[config.mk]
export PLATFORM = sky130hd
export DESIGN_NAME = seq_detect_fsm
export DESIGN_NICKNAME = d
export VERILOG_FILES = /design/src/rtl/seq_detect_fsm.sv
export SDC_FILE = /design/constraint.sdc
export NUM_CORES = 1
export LEC_CHECK = 0
export BUFFER_PORTS_ARGS = -buffer_cell sky130_fd_sc_hd__buf_2
export CORE_AREA = 3 3 40 42
export CTS_CLUSTER_DIAMETER = 40
export CTS_CLUSTER_SIZE = 8
export DETAILED_ROUTE_END_ITERATION = 6
export DIE_AREA = 0 0 43 45
export HOLD_SLACK_MARGIN = 0.02
export PLACE_DENSITY = 0.45
export SYNTH_ARGS = -nofsm -noshare
export SYNTH_HDL_FRONTEND = slang
export SYNTH_SLANG_ARGS = --single-unit
[constraint.sdc]
create_clock -name clk -period 1.53 [get_ports clk]
set_input_delay 0.0765 -clock clk [delete_from_list [all_inputs] [get_ports clk]]
set_output_delay 0.0765 -clock clk [all_outputs]
set_load 0.01 [all_outputs]
[src/rtl/seq_detect_fsm.sv]
// seq_detect_fsm: serial bit-pattern detector with a KMP-style transition function.
//
// The automaton tracks how many leading bits of PATTERN are currently matched. The whole
// transition function (next count and match flag for every state/bit pair) is evaluated at
// elaboration time, so the runtime logic is only a constant lookup indexed by state and input.
//
// Parameters:
//   PATTERN_LEN  pattern length in bits (>= 2)
//   PATTERN      pattern; PATTERN[PATTERN_LEN-1] is the first bit expected
//   OVERLAP      1: overlapping matches, 0: restart from empty after a match
//   CNT_W        width of match_count
//
// Ports:
//   clk          clock, rising edge
//   reset        synchronous active-high reset
//   in           serial data bit
//   in_valid     in is consumed on this edge
//   state        registered count of matched pattern bits
//   next_state   combinational next value of state
//   out          registered one-cycle match pulse
//   match_count  saturating match counter
//
// Build option: define SEQ_DETECT_COUNT_EN to enable the saturating match counter; when it is
// undefined match_count is tied to zero and no counter flops exist.
module seq_detect_fsm #(
    parameter int unsigned              PATTERN_LEN = 4,
    parameter logic [PATTERN_LEN-1:0]   PATTERN     = 4'b1011,
    parameter int unsigned              OVERLAP     = 1,
    parameter int unsigned              CNT_W       = 8,
    localparam int unsigned             ST_W        = $clog2(PATTERN_LEN)
) (
    input  logic              clk,
    input  logic              reset,
    input  logic              in,
    input  logic              in_valid,
    output logic [ST_W-1:0]   state,
    output logic [ST_W-1:0]   next_state,
    output logic              out,
    output logic [CNT_W-1:0]  match_count
);

    localparam int unsigned NumSt = 1 << ST_W;

    // Pattern bit i counted from the first (most significant) bit.
    function automatic logic pat_bit(input int unsigned i);
        return 1'(PATTERN >> (PATTERN_LEN - 1 - i));
    endfunction

    // Longest suffix of (first k pattern bits followed by b) that is also a proper prefix of
    // PATTERN. For the full-match case this is the longest border of PATTERN.
    function automatic int unsigned calc_next(input int unsigned k, input int unsigned b);
        int unsigned cap;
        int unsigned pos;
        int unsigned best;
        logic        sbit;
        logic        ok;
        cap  = (k + 1 < PATTERN_LEN) ? k + 1 : PATTERN_LEN - 1;
        best = 0;
        for (int unsigned len = 1; len <= cap; len++) begin
            ok = 1'b1;
            for (int unsigned i = 0; i < len; i++) begin
                pos  = k + 1 - len + i;
                sbit = (pos < k) ? pat_bit(pos) : (b != 0);
                if (sbit != pat_bit(i)) begin
                    ok = 1'b0;
                end
            end
            if (ok) begin
                best = len;
            end
        end
        return best;
    endfunction

    // Constant transition tables; unreachable encodings fall back to the empty state.
    logic [ST_W-1:0] nxt_tab [NumSt][2];
    logic            hit_tab [NumSt][2];

    for (genvar k = 0; k < NumSt; k++) begin : g_state
        for (genvar b = 0; b < 2; b++) begin : g_bit
            localparam bit          Reach = (k < PATTERN_LEN);
            localparam bit          Hit   = Reach && (k == PATTERN_LEN - 1) &&
                                            (pat_bit(k) == (b == 1));
            localparam int unsigned Fb    = calc_next(k, b);
            localparam int unsigned Nxt   = !Reach ? 0 : (Hit && OVERLAP == 0) ? 0 : Fb;
            assign nxt_tab[k][b] = ST_W'(Nxt);
            assign hit_tab[k][b] = Hit;
        end
    end

    logic [ST_W-1:0] state_q, state_d;
    logic            out_q;
    logic            match_d;

    // State register.
    always_ff @(posedge clk) begin
        if (reset) begin
            state_q <= '0;
            out_q   <= 1'b0;
        end else begin
            state_q <= state_d;
            out_q   <= match_d;
        end
    end

    // Next-state logic.
    always_comb begin
        state_d = state_q;
        match_d = 1'b0;
        if (in_valid) begin
            state_d = nxt_tab[state_q][in];
            match_d = hit_tab[state_q][in];
        end
    end

    // Outputs.
    always_comb begin
        state      = state_q;
        next_state = state_d;
        out        = out_q;
    end

`ifdef SEQ_DETECT_COUNT_EN
    logic [CNT_W-1:0] cnt_q, cnt_d;

    always_comb begin
        cnt_d = cnt_q;
        if (match_d && (cnt_q != {CNT_W{1'b1}})) begin
            cnt_d = cnt_q + CNT_W'(1);
        end
    end

    always_ff @(posedge clk) begin
        if (reset) begin
            cnt_q <= '0;
        end else begin
            cnt_q <= cnt_d;
        end
    end

    assign match_count = cnt_q;
`else
    assign match_count = '0;
`endif

endmodule

Word level (Yosys, flattened, before mapping):

Index checks and enable logic that the tools add are counted.

* bits in registers: 3
* bits of input ports: 4
* output and inout port bits: 13
* logic and storage cells: 21

* order comparisons: 2
* muxes and demuxes: 13
* bitwise operators: 3
* reductions and logical operators: 1

Operator list (number)
* $mux 2: 6
* $bmux 4 s2: 1
* $mux 4: 2
* $bmux 2 s2: 1
* $ge 3x3->1 const B: 1
* $mux 1: 3
* $not 2->3: 1
* $ge 2x2->1 const B: 1
* $not 1->2: 1
* $reduce_or 2->1: 1
* $not 1->1: 1

Logic depth before layout (Yosys ltp):

* depth in word-level cells: 8
* mapped depth: 3
* mapped depth without buffers: 3

Worst setup path after synthesis:

No wires, ideal clock.

* kind: register to register
* start: register state_q[0], in the netlist state[0]
* end: register state_q[0], in the netlist state[0]
* setup time: 112 ps
* arrival time: 764 ps
* data required time: 1418 ps
* slack: 654 ps
* cell stages (with the launch flop): 3
* buffers on the path: 0
* period minus slack after synthesis: 876 ps
* cells stage by stage: dfxtp_1 > mux2_4 > nor2b_4

* word-level cells in the longest chain between the ends: 8

Ends and longest elaborated chain
* start, declared: line 91 `logic [ST_W-1:0] state_q, state_d;`
* start signal, assigned: line 101 `state_q <= state_d;`
* $not 2->3 (not written as such): line 111 `state_d = nxt_tab[state_q][in];`
* $bmux 4 s2: line 111
* $mux 4 (not written as such) (2 in series): line 111
* $mux 2 (not written as such) (3 in series): line 111
* $mux 2 (*): line 110 `if (in_valid) begin`
* net next_state[0]: line 37 `output logic [ST_W-1:0] next_state,`

Mark *: on every way through the listed nets, which the timed path passes. The rest lies on a longest branch. The select of a mux whose other input is x is not followed.
A chain may end at the register's enable or synchronous reset.

Worst setup path in the final report:

* start: register state_q[0], in the netlist state[0]
* end: output next_state[1]

* word-level cells in the longest chain between the ends: 8

Ends and longest elaborated chain (line)
* $not 2->3 (not written as such): 111
* $bmux 4 s2: 111
* $mux 4 (not written as such) (2 in series): 111
* $mux 2 (not written as such) (3 in series): 111
* $mux 2: 110
* end, declared: 37

Every way passes these cells. The select of a mux whose other input is x is not followed.

==> results.py <==
metrics = {
    "flow_run": {
        "cap_viol_max_count": 0,
    },
    "critical_path": {
        "max_stage_delay_ns": 0.33,
        "critPathTopFamily": "flip-flops",
        "crit_path_max_fanout": 5,
        "critical_path_buf_inv_count": 1,
        "critical_path.startpoint_type": "flip-flop",
        "crit_required_ns": 1.45,
        "crit_path_cell_trace": "o21ai_1, o2bb2ai_1, buf_2",
        "cp.arrival_ns": 1.02,
        "slowest_stage": "sky130_fd_sc_hd__dfxtp_1",
        "timing.critical_path.to_type": "output port",
        "crit_type": "reg -> out",
    },
    "clock_tree": {
        "cts_hold_buffers": 0,
        "number_of_clock_sinks_seen_by_cts": 3,
        "ctsResizeCount": 0,
        "clk_root_buffer_cell": "sky130_fd_sc_hd__clkbuf_4",
        "insertion_delay_ns": 0.23,
        "htree_num_levels": 1,
        "postCtsSetupRepairBufs": 0,
        "tritoncts": "yes",
        "clk_transition_reported_paths_ns": 0.04,
        "inserted_clock_buffers": 3,
        "clock_tree.buffer_depth": 2,
    },
    "die": {
        "start_util": 0.157,
        "fp-row-count": 13,
        "die_x_um": 43,
        "placeableCoreArea_mm2": 0.00128,
        "io_pins": 17,
        "die_h_um": 45,
        "die_area_mm2": 0.00194,
    },
    "drt": {
        "dr_wl_met2_um": 182,
        "detailroute.via_count": 157,
        "topRoutingLayerUsed": "met3",
        "drt_first_iter_violations": 5,
        "routed_length_on_met3_um": 57,
        "detail_route.wl_per_cell_um": 7.58,
        "drt_drc_violations_left": 0,
        "drt_first_pass_iters": 2,
        "routed_wirelength_um": 364,
        "vias_per_cell": 3.27,
        "met1_length_um": 124,
        "drt.antenna.violating_nets": 0,
    },
    "synth": {
        "seq_area_frac_synth": 0.298,
        "synth.avg_cell_area_um2": 9.16,
        "dominantRegCellSynth": "sky130_fd_sc_hd__dfxtp_1",
        "synthesis.area_um2": 201,
        "netlist_top_cells_count": "8 x sky130_fd_sc_hd__buf_4, 3 x sky130_fd_sc_hd__dfxtp_1",
        "synthMostInstantiatedCell": "sky130_fd_sc_hd__buf_4",
        "netlist.top_cell.by_area": "sky130_fd_sc_hd__dfxtp_1",
        "synth_seq_cells": 3,
        "yosysTopAreaCellShare": 0.298,
        "syn-instance-count": 22,
        "synth.lib_cells_used.distinct": 13,
        "number_of_flops_mapped_to_enable_cells_by_yosys": 0,
        "ys_async_sr_fraction": 0,
        "post_synth_main_area_contributors": "sky130_fd_sc_hd__dfxtp_1 30%, sky130_fd_sc_hd__buf_4 30%, sky130_fd_sc_hd__mux2_4 7.5%",
        "synth.yosys.warnings": 0,
    },
    "global_route": {
        "global_route_wire_length_before_repair_um": 552,
        "total_global_route_track_usage": 0.0499,
        "number_of_antenna_violations_at_the_first_check_in_global_routing": 0,
        "grt_max_degree": 6,
        "grt_overflow_total": 0,
        "first_global_vias": 140,
    },
    "pwr": {
        "power.ir.vdd_worst_mv": 0.242,
        "p_comb_frac": 0.144,
        "report.power.total_w": 0.000256,
        "power.sequential.fraction": 0.324,
        "p_per_area_mw_per_mm2": 1010,
        "cell_internal_pwr_w": 0.000193,
        "p_clk_frac": 0.532,
        "leakage_nw": 0.132,
        "power_switching_share": 0.246,
        "p_sw_w": 0.0000630,
    },
    "timing": {
        "rsz0062_at_grt": "no",
        "drv_slew": 0,
        "achievable-frequency_mhz": 915,
        "fin_crit_sh": 0.714,
        "worst_slack_ns": 0.437,
        "totalNegativeSetupSlack_ns": 0,
        "timing.clock.skew_ns": 0.000823,
        "min_period_ns": 1.09,
        "hold_viol_final": 0,
        "setup-violations-final": 0,
    },
    "placement": {
        "dp_worst_setup_slack_ns": 0.682,
        "placement.io_buffers": 8,
        "gpl.final_weighted_congestion": 0.639,
        "dp_hpwl_um": 297,
    },
    "layout": {
        "flow.area_growth_from_synthesis_pct": 25.5,
        "fin_nets": 38,
        "antenna_cells_inserted": 0,
        "postLayoutCoreUtil": 0.197,
        "fraction_of_final_layout_cells_with_drive_strength_greater_than_1": 0.394,
    },
    "worst_hold_path": {
        "min_path_type": "in -> reg",
    },
    "outcome": {
        "status": "complete, no violations",
    },
}
==> state kept, by name, summed over array words and instances, names as in the netlist <==
register and flops:
state 2, out 1
==> final timing paths <==
| check | startpoint | cells after the start | slack, ns | endpoint |
|---|---|---|---|---|
| setup / recovery | state[0] | 3 | 0.44 | next_state[1] |
| hold / removal | reset | 2 | 0.06 | state[0] |
| setup reg to reg | state[0] | 2 | 0.70 | state[0] |
| hold reg to reg | state[0] | 2 | 0.51 | out |
==> cell type report <==
class                      count  area (um^2)
tap                           15         18.8
sequential                     3         60.1
clock buffer                   4         26.3
fill                         150         1030
inverter                       1         3.75
timing repair buffer           8         40.0
multi-input combinational     17          104
==> cell families (layout without fill, tap and decap cells) <==
family / Yosys count / in the layout / synth area share
buffers and inverters: 9 / 13 / 0.317
AND/OR/NAND/NOR: 5 / 5 / 0.174
flip-flops: 3 / 3 / 0.298
other: 1 / 8 / 0.0186
multiplexers: 1 / 1 / 0.0745
AO/OA/AOI/OAI: 3 / 3 / 0.118
==> power groups by stage <==
stage,clock network [W],registers (W),logic (W)
after floorplan,0,0.0000851,0.0000374
after global placement,0,0.0000843,0.0000371
after detailed placement,0,0.0000843,0.0000368
after CTS,0.000146,0.0000831,0.0000371
after global routing,0.000156,0.0000831,0.0000408
final,0.000136,0.0000830,0.0000369
==> per-stage QoR <==
step	area, um^2	cells	hold WS [ns]
after detailed placement	226	44	0.297
final	253	48	0.0598
after floorplan	228	29	0.141
after global routing	253	48	0.0560
after CTS	253	48	0.0534
after global placement	226	44	0.300
==> placed cells by master (no fill, tap or decap) <==
cell	instances
sky130_fd_sc_hd__conb_1	8
sky130_fd_sc_hd__buf_2	8
sky130_fd_sc_hd__clkbuf_4	3
sky130_fd_sc_hd__dfxtp_1	3
sky130_fd_sc_hd__mux2_4	1
sky130_fd_sc_hd__inv_1	1
sky130_fd_sc_hd__o21ai_1	1
sky130_fd_sc_hd__nand2_1	1
sky130_fd_sc_hd__o2bb2ai_1	1
sky130_fd_sc_hd__nor2b_4	1
sky130_fd_sc_hd__nor2_1	1
sky130_fd_sc_hd__nor2b_1	1
sky130_fd_sc_hd__a32o_1	1
sky130_fd_sc_hd__nor3b_1	1
sky130_fd_sc_hd__clkbuf_1	1
==> layer usage <==
metal / global-route usage / up-vias
met3: 0.0598 / 0
met2: 0.0539 / 8
met4: 0.0723 / 0
li1: - / 79
met1: 0.0361 / 70
met5: 0 / -
Note: power is estimated with default switching activity, not from simulation.
